===== src/rtl/fsm32_pkg.sv =====
// Shared types for the fsm32 vector sequencer: controller states and the
// stored test-vector layout {a, b, exp_q}.
package fsm32_pkg;

  typedef enum logic [1:0] {
    ST_IDLE  = 2'd0,
    ST_RUN   = 2'd1,
    ST_DRAIN = 2'd2,
    ST_DONE  = 2'd3
  } state_t;

  typedef struct packed {
    logic a;
    logic b;
    logic exp_q;
  } vec_t;

  localparam int VEC_W = $bits(vec_t);

endpackage


===== src/rtl/fsm32_vec_buf.sv =====
// Test-vector store: one synchronous write port, one asynchronous read port.
// Contents are deliberately not reset.
module fsm32_vec_buf
  import fsm32_pkg::*;
#(
  parameter int DEPTH = 16
) (
  input  logic                     clk,
  input  logic                     wr_en,
  input  logic [$clog2(DEPTH)-1:0] wr_addr,
  input  vec_t                     wr_data,
  input  logic [$clog2(DEPTH)-1:0] rd_addr,
  output vec_t                     rd_data
);

  vec_t mem [DEPTH];

  always_ff @(posedge clk) begin
    if (wr_en) begin
      mem[wr_addr] <= wr_data;
    end
  end

  // Combinational read so stimulus reaches a/b in the same cycle as the index.
  assign rd_data = mem[rd_addr];

endmodule


===== src/rtl/fsm32_seq.sv =====
// Vector sequencer for an fsm32 instance: loads {a, b, exp_q} vectors, plays
// them out one per cycle and counts mismatches on q one cycle later.
module fsm32_seq
  import fsm32_pkg::*;
#(
  parameter int DEPTH = 16,
  parameter int CW    = 8
) (
  input  logic                     clk,
  input  logic                     reset,
  input  logic                     wr_valid,
  output logic                     wr_ready,
  input  logic [2:0]               wr_data,
  input  logic                     clear,
  input  logic                     start,
  output logic                     a,
  output logic                     b,
  input  logic                     q,
  output logic                     busy,
  output logic                     done,
  output logic [CW-1:0]            err_count,
  output logic [$clog2(DEPTH):0]   vec_count
);

  localparam int AW = $clog2(DEPTH);
  localparam int NW = AW + 1;

  state_t          state_reg, state_next;
  logic [NW-1:0]   count_reg, count_next;
  logic [AW-1:0]   idx_reg, idx_next;
  logic [CW-1:0]   err_reg, err_next;
  logic            exp_reg, exp_next;
  logic            cmp_reg, cmp_next;
  logic            wr_en;
  logic            mismatch;
  logic            last_entry;
  vec_t            rd_vec;

  fsm32_vec_buf #(
    .DEPTH (DEPTH)
  ) u_vec_buf (
    .clk     (clk),
    .wr_en   (wr_en),
    .wr_addr (count_reg[AW-1:0]),
    .wr_data (vec_t'(wr_data)),
    .rd_addr (idx_reg),
    .rd_data (rd_vec)
  );

  always_ff @(posedge clk) begin
    if (!reset) begin
      state_reg <= ST_IDLE;
      count_reg <= '0;
      idx_reg   <= '0;
      err_reg   <= '0;
      exp_reg   <= 1'b0;
      cmp_reg   <= 1'b0;
    end else begin
      state_reg <= state_next;
      count_reg <= count_next;
      idx_reg   <= idx_next;
      err_reg   <= err_next;
      exp_reg   <= exp_next;
      cmp_reg   <= cmp_next;
    end
  end

  // cmp_reg/exp_reg carry the expectation of the entry driven last cycle.
  assign mismatch   = cmp_reg && (q != exp_reg);
  assign last_entry = ({1'b0, idx_reg} == (count_reg - 1'b1));

  always_comb begin
    state_next = state_reg;
    count_next = count_reg;
    idx_next   = idx_reg;
    err_next   = err_reg;
    exp_next   = exp_reg;
    cmp_next   = cmp_reg;
    wr_en      = 1'b0;

    case (state_reg)
      ST_IDLE: begin
        if (clear) begin
          count_next = '0;
        end else begin
          // A write accepted together with start is appended and played.
          if (wr_valid && wr_ready) begin
            wr_en      = 1'b1;
            count_next = count_reg + 1'b1;
          end
          if (start && (count_reg != '0)) begin
            state_next = ST_RUN;
            idx_next   = '0;
            err_next   = '0;
            cmp_next   = 1'b0;
          end
        end
      end

      ST_RUN: begin
        exp_next = rd_vec.exp_q;
        cmp_next = 1'b1;
        if (mismatch && (err_reg != '1)) begin
          err_next = err_reg + 1'b1;
        end
        idx_next = idx_reg + 1'b1;
        if (last_entry) begin
          state_next = ST_DRAIN;
        end
      end

      ST_DRAIN: begin
        if (mismatch && (err_reg != '1)) begin
          err_next = err_reg + 1'b1;
        end
        cmp_next   = 1'b0;
        state_next = ST_DONE;
      end

      ST_DONE: begin
        state_next = ST_IDLE;
      end

      default: begin
        state_next = ST_IDLE;
      end
    endcase
  end

  // Handshake and stimulus outputs are held low while reset is asserted.
  assign wr_ready  = reset && (state_reg == ST_IDLE) && (count_reg < NW'(DEPTH));
  assign a         = reset && (state_reg == ST_RUN) && rd_vec.a;
  assign b         = reset && (state_reg == ST_RUN) && rd_vec.b;
  assign busy      = reset && ((state_reg == ST_RUN) || (state_reg == ST_DRAIN));
  assign done      = reset && (state_reg == ST_DONE);
  assign err_count = err_reg;
  assign vec_count = count_reg;

endmodule


===== config.mk =====
export PLATFORM = sky130hd
export DESIGN_NAME = fsm32_seq
export DESIGN_NICKNAME = d
export VERILOG_FILES = /design/src/rtl/fsm32_pkg.sv /design/src/rtl/fsm32_vec_buf.sv /design/src/rtl/fsm32_seq.sv
export SDC_FILE = /design/constraint.sdc
export NUM_CORES = 1
export LEC_CHECK = 0
export ABC_AREA = 1
export BUFFER_PORTS_ARGS = -buffer_cell sky130_fd_sc_hd__buf_2
export CORE_AREA = 2 2 101 103
export CTS_CLUSTER_DIAMETER = 100
export DETAILED_ROUTE_END_ITERATION = 12
export DIE_AREA = 0 0 103 105
export PLACE_DENSITY = 0.57
export SLEW_MARGIN = 40
export SYNTH_ARGS = -nofsm -noshare
export SYNTH_HDL_FRONTEND = slang
export SYNTH_SLANG_ARGS = --single-unit

===== constraint.sdc =====
create_clock -name clk -period 1.6 [get_ports clk]
set_input_delay 0.32 -clock clk [delete_from_list [all_inputs] [get_ports clk]]
set_output_delay 0.32 -clock clk [all_outputs]
set_load 0.05 [all_outputs]

Word level (Yosys, flattened, before mapping):

Memories as Yosys holds them, arrays and structs flattened. A register that Yosys moved wholly into a read port is not among the register bits.
Cells that the tools add are included.

* logic and storage cells: 69
* RAM bits: 48
* register bits: 21
* input bits: 9
* memories: 1
* output and inout port bits: 18

* reductions and logical operators: 24
* magnitude comparators: 1
* $add $sub $neg: 4
* eq/ne operators: 10
* multiplexer cells: 23

Memory list
* u_vec_buf.mem: depth 16, bits a word 3, read ports 1, clocked after memory_dff 1, write ports 1, RTL line fsm32_vec_buf.sv:16 `vec_t mem [DEPTH];`

Operators with widths (number)
* 8-bit two-way mux: 3
* 4-bit two-way mux: 4
* 8-bit one-hot mux with 2 select lines: 1
* 1-bit logical AND: 11
* 5-bit two-way mux: 2
* 3-bit AND reduction: 3
* 8-bit by 1-bit adder with 8-bit output (second input constant): 1
* 8-bit inequality test (second input constant): 1
* 2-bit one-hot mux with 4 select lines: 1
* 4-bit one-hot mux with 2 select lines: 1
* 1-bit two-way mux: 7
* 2-bit two-way mux: 3
* 2-bit inequality test (second input constant): 3
* 2-bit nonzero test: 3
* 5-bit by 1-bit adder with 5-bit output (second input constant): 1
* 4-bit by 5-bit == test with 1-bit output: 1
* 5-bit less-than comparator (second input constant): 1
* 5-bit nonzero test: 1
* 5-bit by 1-bit subtractor with 5-bit output (second input constant): 1
* 4-bit by 1-bit adder with 4-bit output (second input constant): 1
* 2-bit == test (second input constant): 2
* 4-bit AND reduction: 1
* 1-bit one-hot mux with 3 select lines: 1
* 3-bit nonzero test: 1
* 7 further kinds: 7

Longest topological paths before layout:

* depth in word-level cells: 9
* depth in mapped cells: 13
* depth with buffers taken out: 13

Modules after synthesis:

From an unflattened synthesis, not the netlist that was laid out.

* cell total of the unflattened synthesis: 435
* area total of the unflattened synthesis: 3574.7 µm²

By module, submodules not included
* fsm32_vec_buf: area each 2179.6 µm², sequential area each 1441.4 µm², times used 1, cells an instance 221
* fsm32_seq: area each 1395.1 µm², sequential area each 420.4 µm², times used 1, cells an instance 214

Least setup slack after synthesis:

No wires, ideal clock.

* path kind: reg2reg
* from: register state_reg[0]
* to: memory u_vec_buf.mem[12][0] in the netlist's numbering (enable)
* period minus slack after synthesis: 2.347 ns
* path slack: -0.747 ns
* cell stages (with the launch flop): 9
* buffers on the path: 0
* arrival: 2.028 ns
* required time: 1.280 ns
* setup time: 0.320 ns
* cells stage by stage: dfxtp_1 > inv_1 > ha_1 > inv_2 > nor3_2 > nand3_1 > clkinv_2 > nand2_1 > nor2_1

* longest elaborated chain between the ends: 9

RTL lines
* from (decl): RTL line fsm32_seq.sv:28 `state_t state_reg, state_next;`
* from (signal assigned): RTL line fsm32_seq.sv:59 `state_reg <= state_next;`
* 2-bit logical NOT: RTL line fsm32_seq.sv:131 `assign wr_ready = reset && (state_reg == ST_IDLE) && (count_reg < NW'(DEPTH));`
* 1-bit logical AND (2 in series): RTL line fsm32_seq.sv:131
* named net wr_ready: RTL line fsm32_seq.sv:12 `output logic wr_ready,`
* 1-bit logical AND: RTL line fsm32_seq.sv:87 `if (wr_valid && wr_ready) begin`
* 1-bit two-way mux: RTL line fsm32_seq.sv:87
* 1-bit two-way mux: RTL line fsm32_seq.sv:83 `if (clear) begin`
* 1-bit two-way mux: RTL line fsm32_seq.sv:81 `case (state_reg)`
* 1-bit two-way mux: RTL line fsm32_vec_buf.sv:19 `if (wr_en) begin`
* 1-bit two-way mux (not written as such): RTL line fsm32_vec_buf.sv:20 `mem[wr_addr] <= wr_data;`
* to (decl): RTL line fsm32_vec_buf.sv:16

The timed path passes the listed nets, and every way through them passes these cells.

==> results.cfg <==
[status]
outcome = finished, violations left
failed_checks = negative setup slack

[routing]
drtAntennaViolNets = 0
dr.first_iter.drc_count = 211
detailroute.via_count = 2840
post_route_drc_violation_count = 0
drt_pass1_iterations = 4
detail_route.wl_per_cell_um = 14.53
postRouteWirelength_um = 8631
vias_per_inst = 4.781

[min_path]
hold_path_class = in -> reg
holdPathStages = 4
hold_path_startpoint = wr_valid
hold_end = vec_count[0]$_SDFFE_PN0P_

[layout]
multiInputGateArea_um2 = 1692
post_route_cells_drive_above_1_share_pct = 34.49
largest_reg_flops = 48
post_route_insts_no_fill = 594
diodes_inserted = 0
regMostFlops = u_vec_buf.mem
sequential_cell_area_um2 = 1968
fillers = 904
nets = 478
layout.core_utilization_pct = 49.16
area_growth_syn_to_layout_pct = 34.86

[floorplan]
coreArea_um2 = 9639
die_width_um = 103
row_count = 36
initial_utilization_pct = 36.45
fp.dieArea_um2 = 10820
dieHeight_um = 105
top_level_ports = 27

[logic_synthesis]
synth_top_area_cell = edfxtp_1
synth_area_leaders = edfxtp_1, dfxtp_1, nand2_1
synth_seq_area_share_pct = 55.27
number_of_distinct_library_cells_after_synthesis = 34
post_synth_instance_area_um2 = 3513
synth_largest_type_area_fraction_pct = 41.03
postSynthRegisterBits = 73
synthMostInstantiatedCell = nand2_1
yosys_most_used_dff = edfxtp_1
yosys_warnings = 0
asyncSetResetFlopFracSynth_pct = 0
synth-edff-count = 48
post_synthesis_cells = 390
syn_area_per_cell_um2 = 9.009
synth_commonest_cells = nand2_1, nor2_1, edfxtp_1, inv_1
synth.net_count = 412

[placement]
port-buffer-count = 26
gpl_congestion = 0.8513
placedCellCount = 566
hpwl_um = 6035

[sta]
maxSlewViolCount = 0
tightestPinTransition_ps = 372.6
finClkSkew_ps = 9.781
max_clock_freq_mhz = 488.1
hold_viol_final = 0
layout_min_cycle_time_ps = 2049
post-route-worst-setup-slack_ps = -448.9
slew_headroom_pct = 75.10
timing.final.setup_violations = 5
final_min_period_over_clock_period_pct = 128.1
final.hold.worst_slack_ps = 291.4
unrepaired_setup_endpoints_after_global_routing = true

[grt]
grt_pass1_wl_um = 13680
grt_overflow = 0
largest_net_degree_at_the_start_of_global_routing = 20
grt_pass1_vias = 2662
antenna_found_initial = 0
groute.usage.overall_pct = 16.84

[clocking]
clkSinkCount = 73
cts_hold_buf = 0
cts_inserted_buffers = 9
clock_latency_ps = 350
clk_path_buf_depth = 2
cts_tree = done
htreeDepth = 3
clock_slew_seen_by_the_registers_of_the_worst_setup_and_hold_paths_ps = 80
cts_root_buffer = clkbuf_8

[setup_path]
worst_setup_path_end_kind = primary output
worstSetupPathType = reg -> out
worst-r2r-setup-slack_ps = 10
worstRegToRegCells = 8
cp-start-kind = flop
path_max_fanout = 19
crit-reg2reg-capture = u_vec_buf.mem[15][2]$_DFFE_PP_
reg2reg_from = state_reg[0]$_SDFFE_PN0P_
cp.required_ps = 1280
worstPathArrival_ps = 1730

[power]
p_clk_share_pct = 29.4
p_seq_share_pct = 42.5
power_switching_share_pct = 31.89
power.ir.vdd_worst_mv = 0.8380
pwr_density_cell_nw_per_um2 = 1046
p_leak_uw = 0.001789
combinationalPowerShare_pct = 28.2
internal_pwr_total_uw = 3377
power.switching_uw = 1581

[run]
max_cap_violation_count = 0
logic make-up after synthesis:
logic type / share of synthesized area [%]
simple gates: 23.68
flops: 55.27
compound gates: 9.330
xor+xnor: 1.496
buf+inv: 5.591
fa+ha+maj: 4.630
metal layers:
| metal | track usage, % | share of wire [%] | vias to the layer above |
|---|---|---|---|
| li1 | - | - | 1436 |
| met1 | 25.19 | 47 | 1321 |
| met2 | 23.28 | 46 | 74 |
| met3 | 4.013 | 6.1 | 9 |
| met4 | 6.485 | 1.5 | 0 |
| met5 | 0 | 0 | - |
worst max-delay path, cell delays in order (launching register included):
cell      delay (ps)
dfxtp_4          380
buf_12           150
inv_12            90
nor2_1            50
o211ai_1         180
o211ai_1         180
a21oi_4          180
buf_6            170
layout make-up:
| cell class | instances | share of cell area, % |
|---|---|---|
| Tap cell | 133 | 3.512 |
| Inverter | 35 | 3.618 |
| Multi-Input combinational cell | 273 | 35.70 |
| Clock inverter | 7 | 1.611 |
| Timing Repair Buffer | 64 | 11.41 |
| Clock buffer | 9 | 2.614 |
| Sequential cell | 73 | 41.54 |
power by group through the flow:
stage	combinational, uW	clock [uW]	sequential (uW)
after floorplan	658	0	2200
after global placement	1010	0	2140
after detailed placement	1020	0	2140
after CTS	1170	1490	2100
after global routing	1510	1580	2120
final	1400	1460	2110
through the flow:
step / setup TNS (ps) / power, uW / area, um2 / worst slack (ps)
floorplan: -13640 / 2855 / 3751 / -300.0
global placement: -361.8 / 3154 / 4177 / -182.7
detailed placement: -453.3 / 3165 / 4177 / -224.7
CTS: -1147 / 4761 / 4494 / -477.9
global route: -4033 / 5208 / 4738 / -545.3
finish: -1111 / 4958 / 4738 / -448.9
what timing repair did:
item                       4_1_cts  5_1_grt
setup endpoints to repair       12       65
cloned                           1        2
resized for setup               24       51
buffers inserted                 3        6
pin swaps                        7       21
layout by cell type, fill, tap and decap left out, types with 9 or more instances in the layout:
cell type and instances:
nand2_1 84, nor2_4 17, dfxtp_1 12, buf_4 30, dfxtp_2 9, clkbuf_8 9, nor2_1 42, nand3_1 25
o21ai_0 15, a21oi_1 14, inv_1 22, buf_2 21, ha_1 10, o211ai_1 9, o21ai_1 10, edfxtp_1 48
how the worst max path moves through the flow:
stage	from	endpoint	slack, ps	cells after the start
2_1_floorplan	state_reg[1]$_SDFFE_PN0P_	u_vec_buf.mem[15][0]$_DFFE_PP_	-300	8
3_3_place_gp	flop	b	-180	7
3_5_place_dp	flop	b	-220	7
4_1_cts	flop	a	-480	6
5_1_grt	flop	a	-550	8
6_report	flop	b	-450	7
(Power assumes the default switching activity.)
